--- src/rtl/comb_diff_pkg.sv ---
// Shared constants for the comb_diff differentiator and its delay line.
// Build option: COMB_DIFF_SAT_EN selects saturating subtraction in comb_diff.
package comb_diff_pkg;

  localparam int DEFAULT_WIDTH = 8;
  localparam int DEFAULT_DELAY = 1;
  localparam int MAX_DELAY     = 16;
  // Wide enough to hold every count 0..MAX_DELAY
  localparam int CNT_W         = $clog2(MAX_DELAY + 1);

endpackage

--- src/rtl/comb_diff_delay_line.sv ---
// M-stage shift register: advances only when shift_en=1, clears to zero on reset.
// q presents the sample accepted DELAY shifts ago.
module delay_line
  import comb_diff_pkg::*;
#(
  parameter int WIDTH = DEFAULT_WIDTH,
  parameter int DELAY = DEFAULT_DELAY
) (
  input  logic             clk,
  input  logic             reset_n,
  input  logic             shift_en,
  input  logic [WIDTH-1:0] d,
  output logic [WIDTH-1:0] q
);

  logic [DELAY-1:0][WIDTH-1:0] stage_q;

  always_ff @(posedge clk or negedge reset_n) begin
    if (!reset_n) begin
      stage_q <= '0;
    end else if (shift_en) begin
      stage_q[0] <= d;
      for (int i = 1; i < DELAY; i++) stage_q[i] <= stage_q[i-1];
    end
  end

  assign q = stage_q[DELAY-1];

endmodule

--- src/rtl/comb_diff.sv ---
// Comb stage y[n] = x[n] - x[n-M] over accepted samples, 1-cycle registered latency.
// Define COMB_DIFF_SAT_EN to saturate on signed overflow instead of wrapping.
module comb_diff
  import comb_diff_pkg::*;
#(
  parameter int WIDTH = DEFAULT_WIDTH,
  parameter int DELAY = DEFAULT_DELAY
) (
  input  logic             clk,
  input  logic             reset_n,
  input  logic [WIDTH-1:0] x_in,
  input  logic             in_valid,
  output logic [WIDTH-1:0] y_out,
  output logic             out_valid,
  output logic             primed
);

  localparam logic [CNT_W-1:0] DELAY_C = CNT_W'(DELAY);

  logic [WIDTH-1:0] x_old;
  logic [WIDTH-1:0] y_d, y_q;
  logic             vld_q;
  logic [CNT_W-1:0] cnt_d, cnt_q;

  delay_line #(
    .WIDTH(WIDTH),
    .DELAY(DELAY)
  ) u_delay_line (
    .clk      (clk),
    .reset_n  (reset_n),
    .shift_en (in_valid),
    .d        (x_in),
    .q        (x_old)
  );

`ifdef COMB_DIFF_SAT_EN
  // One guard bit exposes overflow: it disagrees with the result sign only then
  logic [WIDTH:0] diff_full;
  assign diff_full = {x_in[WIDTH-1], x_in} - {x_old[WIDTH-1], x_old};

  always_comb begin
    y_d = diff_full[WIDTH-1:0];
    if (diff_full[WIDTH] != diff_full[WIDTH-1])
      y_d = diff_full[WIDTH] ? {1'b1, {(WIDTH-1){1'b0}}} : {1'b0, {(WIDTH-1){1'b1}}};
  end
`else
  // Modulo 2^WIDTH: exact inverse of a wrapping accumulator
  assign y_d = x_in - x_old;
`endif

  assign cnt_d = (in_valid && cnt_q != DELAY_C) ? cnt_q + 1'b1 : cnt_q;

  always_ff @(posedge clk or negedge reset_n) begin
    if (!reset_n) begin
      y_q   <= '0;
      vld_q <= 1'b0;
      cnt_q <= '0;
    end else begin
      vld_q <= in_valid;
      cnt_q <= cnt_d;
      if (in_valid) y_q <= y_d;
    end
  end

  assign y_out     = y_q;
  assign out_valid = vld_q;
  assign primed    = (cnt_q == DELAY_C);

endmodule

--- config.mk ---
export PLATFORM = sky130hd
export DESIGN_NAME = comb_diff
export DESIGN_NICKNAME = d
export VERILOG_FILES = /design/src/rtl/comb_diff_pkg.sv /design/src/rtl/comb_diff_delay_line.sv /design/src/rtl/comb_diff.sv
export SDC_FILE = /design/constraint.sdc
export NUM_CORES = 1
export LEC_CHECK = 0
export ABC_AREA = 0
export BUFFER_PORTS_ARGS = -buffer_cell sky130_fd_sc_hd__buf_2
export CAP_MARGIN = 15
export CORE_ASPECT_RATIO = 1.4
export CORE_MARGIN = 1
export CORE_UTILIZATION = 55
export DETAILED_ROUTE_END_ITERATION = 12
export PLACE_DENSITY = 0.78
export SETUP_SLACK_MARGIN = 0.2
export SYNTH_ARGS = -nofsm -noshare
export SYNTH_HDL_FRONTEND = slang
export SYNTH_HIERARCHICAL = 1
export SYNTH_SLANG_ARGS = --single-unit
--- constraint.sdc ---
create_clock -name clk -period 2.2 [get_ports clk]
set_clock_uncertainty 0.2 [all_clocks]
set_input_delay 0.22 -clock clk [delete_from_list [all_inputs] [get_ports clk]]
set_output_delay 0.22 -clock clk [all_outputs]
set_load 0.01 [all_outputs]
# Word-level counts from Yosys, hierarchy flattened
# Cells that the tools add are included.
[classes] add_sub_neg=2 multipliers=0 div=0 order_cmp=0 n_eq_ne=2 n_shift=0 mux=0 bitwise_logic=0 n_reduce_logical=1
[ops] op="$sub A8 B8 Y8" n=1
[ops] op="$add A5 B1 Y5 const B" n=1
[ops] op="$eq A5 B1 Y1 const B" n=1
[ops] op="$ne A5 B1 Y1 const B" n=1
[ops] op="$logic_and A1 B1 Y1" n=1
[totals] regBits=22 latchBits=0 mem_bits_rw=0 rom_bits=0 inputBits=11 out_inout_bits=10 elab_cells=9 memories=0

# Logic depth before layout (Yosys ltp)
[logic_depth] word_depth=2 ltp_mapped=8

# Cells and area by module
# The synthesis kept the hierarchy.
[modules_own_cells] mod="comb_diff" instances=1 cells_each=96 area_per_inst_um2=920.9
[modules_own_cells] mod="delay_line" instances=1 cells_each=17 area_per_inst_um2=331.6

# Worst setup path before layout
# Ideal clock, no wire load.
[synth_timing] path_type="reg2reg" startpoint="register u_delay_line.stage_q, in the netlist u_delay_line/q[0]" endpoint="register y_q[6], in the netlist y_out[6]" setup_time_ps=135 arrival_ps=1446 required_ps=1865 path_slack_ps=419 stages_incl_launch_ff=8 path_buffers=0 period_less_slack_ps=1781 cell_sequence="dfrtp_1 -> ha_1 -> inv_1 -> fa_1 -> a211oi_1 -> o21bai_1 -> nand4b_1 -> o211ai_1"
[synth_via] elab_chain_len=1
[synth_lines] item="from (decl)" line="comb_diff_delay_line.sv:16" text="logic [DELAY-1:0][WIDTH-1:0] stage_q;"
[synth_lines] item="$sub A8 B8 Y8" line="comb_diff.sv:48" text="assign y_d = x_in - x_old;"
[synth_lines] item="to (signal assigned)" line="comb_diff.sv:61" text="if (in_valid) y_q <= y_d;"
[synth_lines] item="to (decl)" line="comb_diff.sv:21" text="logic [WIDTH-1:0] y_d, y_q;"
# No other way between the ends.
# A chain may end at the register's enable or synchronous reset.

# Worst setup path in the final report
[layout_timing] startpoint="input port x_in[3]" endpoint="register y_q[7], in the netlist y_out[7]"
[layout_via] elab_chain_len=1
[layout_lines] item="from (decl)" line="comb_diff.sv:11" text="input logic [WIDTH-1:0] x_in,"
[layout_lines] item="$sub A8 B8 Y8" line="comb_diff.sv:48"
# No other way between the ends.

==> flow_summary.toml <==
[drt]
drt_wl_total_um = 2410
post_drt_wl_per_cell_um = 14.6
drtIter0Drc = 19
firstDrtPassIters = 5
drc = 0
via_count = 974
ant_nets = 0
vias_per_cell = 5.90

[synthesis]
synth_nets = 134
syn_inst = 113
synth-async-reset-ratio_pct = 100
yosys_warnings = 6
yosysMostFrequentCell = "dfrtp_1"
ys_seq_area_share_pct = 44.0
synth.top_cell.area_share_pct = 44.0
ys_seq_elements = 22
avgSynthCellArea_um2 = 11.1
synth_top_area_cell = "dfrtp_1"
synth_edf_count = 0
yosysUniqueCellTypes = 34
ys.flop_type = "dfrtp_1"
synth.area.top_cells = "dfrtp_1, mux2_4, ha_1"
synth_commonest_cells = "dfrtp_1, ha_1, inv_1, mux2_4, nand2_1"
netlist_area_um2 = 1250

[final_layout]
final_cell_area_um2 = 1500
area_delta_synth_final_pct = 19.7
n_antenna_cell = 0
nets = 166
stdcell_count = 165
fin_util_pct = 69.7
drive_gt1_share_pct = 28.7

[grt]
grt_first_pass_wirelength_um = 3940
grt_pass1_vias = 959
overflow = 0
grt.total_usage_pct = 20.9
grt_start_max_net_pins = 23
antenna_found_initial = 0

[sta]
timing.hold.ws_ps = 94.0
hold_viol = 0
fmax_mhz = 510
finalSetupTns_ps = 0
setup_viol = 0
maxSlewHeadroom_pct = 67.9
rsz0062_at_grt = "true"
final-max-slew-violation-count = 0
period_share_pct = 89.1
min_period_ps = 1960
worstMarginPinSlew_ps = 482
layout_setup_ws_ps = 241

[placement]
dp_slack_ps = 280
dp_hpwl_um = 1630
finalWeightedCongestion = 0.816
place_area_um2 = 1370
dp_cells = 153
io_buffers = 20

[clocking]
htree_levels = 1
path_clk_slew_ps = 120
cts_buffers = 3
cts_sinks = 22
worstSkewPairLatency_ps = 310
cts_tree = "done"
cts.path.max_buffers = 2
cts-root-buf = "clkbuf_4"

[pwr]
p_leak_nw = 0.699
ir_drop_uv = 353
p_per_area_nw_per_um2 = 772
p_total_mw = 1.16

[floorplanning]
rows = 20
die_height_um = 58.5
top_level_ports = 21
initial_core_util_pct = 58.2
die_area_um2 = 2470
fp.dieW_um = 42.3
core_um2 = 2150

[setup_path]
worstPathRequired_ps = 2190
worstPathMaxFanout = 4
critPathKind = "in2reg"
end_kind = "flip-flop"
max_stage_delay_ps = 530
cp_slowest_cell = "dlygate4sd3_1"
critPathArrivalTime_ps = 1950
crit_chain = "dlygate4sd3_1, buf_2, ha_2, o21ai_2, a211oi_1, or4b_1, nand4_1"
critPathLaunchType = "input port"

[flow_run]
drv_cap = 0

[outcome]
status = "complete, no violations"

[worst_hold_path]
hold_path_class = "in2reg"
flip-flops by register name, indices dropped and copies added (netlist names):
signal / cells
u_delay_line/q: 8
cnt_q: 5
out_valid: 1
y_out: 8
cell usage in the layout, fill, tap and decap left out, types with 3 or more instances in the layout:
cell type / n
a211oi_1: 4
buf_2: 20
clkbuf_4: 3
dfrtp_1: 22
dlygate4sd3_1: 9
ha_1: 7
inv_1: 9
mux2_4: 8
nand2_1: 8
nand2b_1: 3
nand4_1: 4
nor2_1: 4
o21ai_0: 4
xnor2_1: 5
cell type report:
class	instances	area (µm²)
flip-flops and latches	22	551
clock buffers	3	22.5
well taps	22	27.5
multi-input cells	77	659
inverters	11	41.3
fillers	168	653
repair buffers	30	198
final timing paths:
path                                        endpoint  cells past startpoint                           from  slack, ps
worst min register to register  y_out[7]$_DFFE_PN0P_                      2           y_out[7]$_DFFE_PN0P_        300
worst min-delay path            y_out[5]$_DFFE_PN0P_                      4                       in_valid         90
max in group asynchronous       y_out[0]$_DFFE_PN0P_                      2                        reset_n       1290
worst max-delay path            y_out[7]$_DFFE_PN0P_                      7                        x_in[3]        240
min in group asynchronous        out_valid$_DFF_PN0_                      2                        reset_n        180
worst max register to register  y_out[7]$_DFFE_PN0P_                      6  u_delay_line/q[4]$_DFFE_PN0P_        320
what timing repair did:
item | 4_1_cts | 5_1_grt
hold buffers | 8 | 1
hold endpoints to repair | 29 | 1
setup buffers | 0 | 0
gates resized for setup | 0 | 5
setup endpoints to repair | 0 | 2
layer usage:
metal | routed length [µm] | GRT usage (%)
met1 | 1030 | 24.1
met2 | 1240 | 37.1
met3 | 98 | 3.37
met4 | 42 | 10.3
met5 | 0 | 0
critical path, delay by kind of cell:
kind                       cells  cell delay [ps]
adders and majority gates      1              360
buffers and inverters          2              660
and+or+nand+nor                2              250
AOI/OAI and AO/OA              2              450
cells by family (layout without fill, tap and decap cells):
kind of cell,after synthesis,after routing,share of synthesized area (%)
DFF,22,22,44.0
adders and majority gates,10,10,10.6
AOI/OAI and AO/OA,23,23,12.3
xor gates and xnor gates,6,6,4.20
buffers and inverters,14,44,4.80
muxes,9,9,10.5
and+or+nand+nor,29,29,13.7
power breakdown:
group	internal (mW)	switching (mW)	total, mW
combinational	0.199	0.194	0.394
clock	0.0640	0.117	0.181
sequential	0.502	0.0808	0.583
Note: power is estimated with default switching activity, not from simulation.
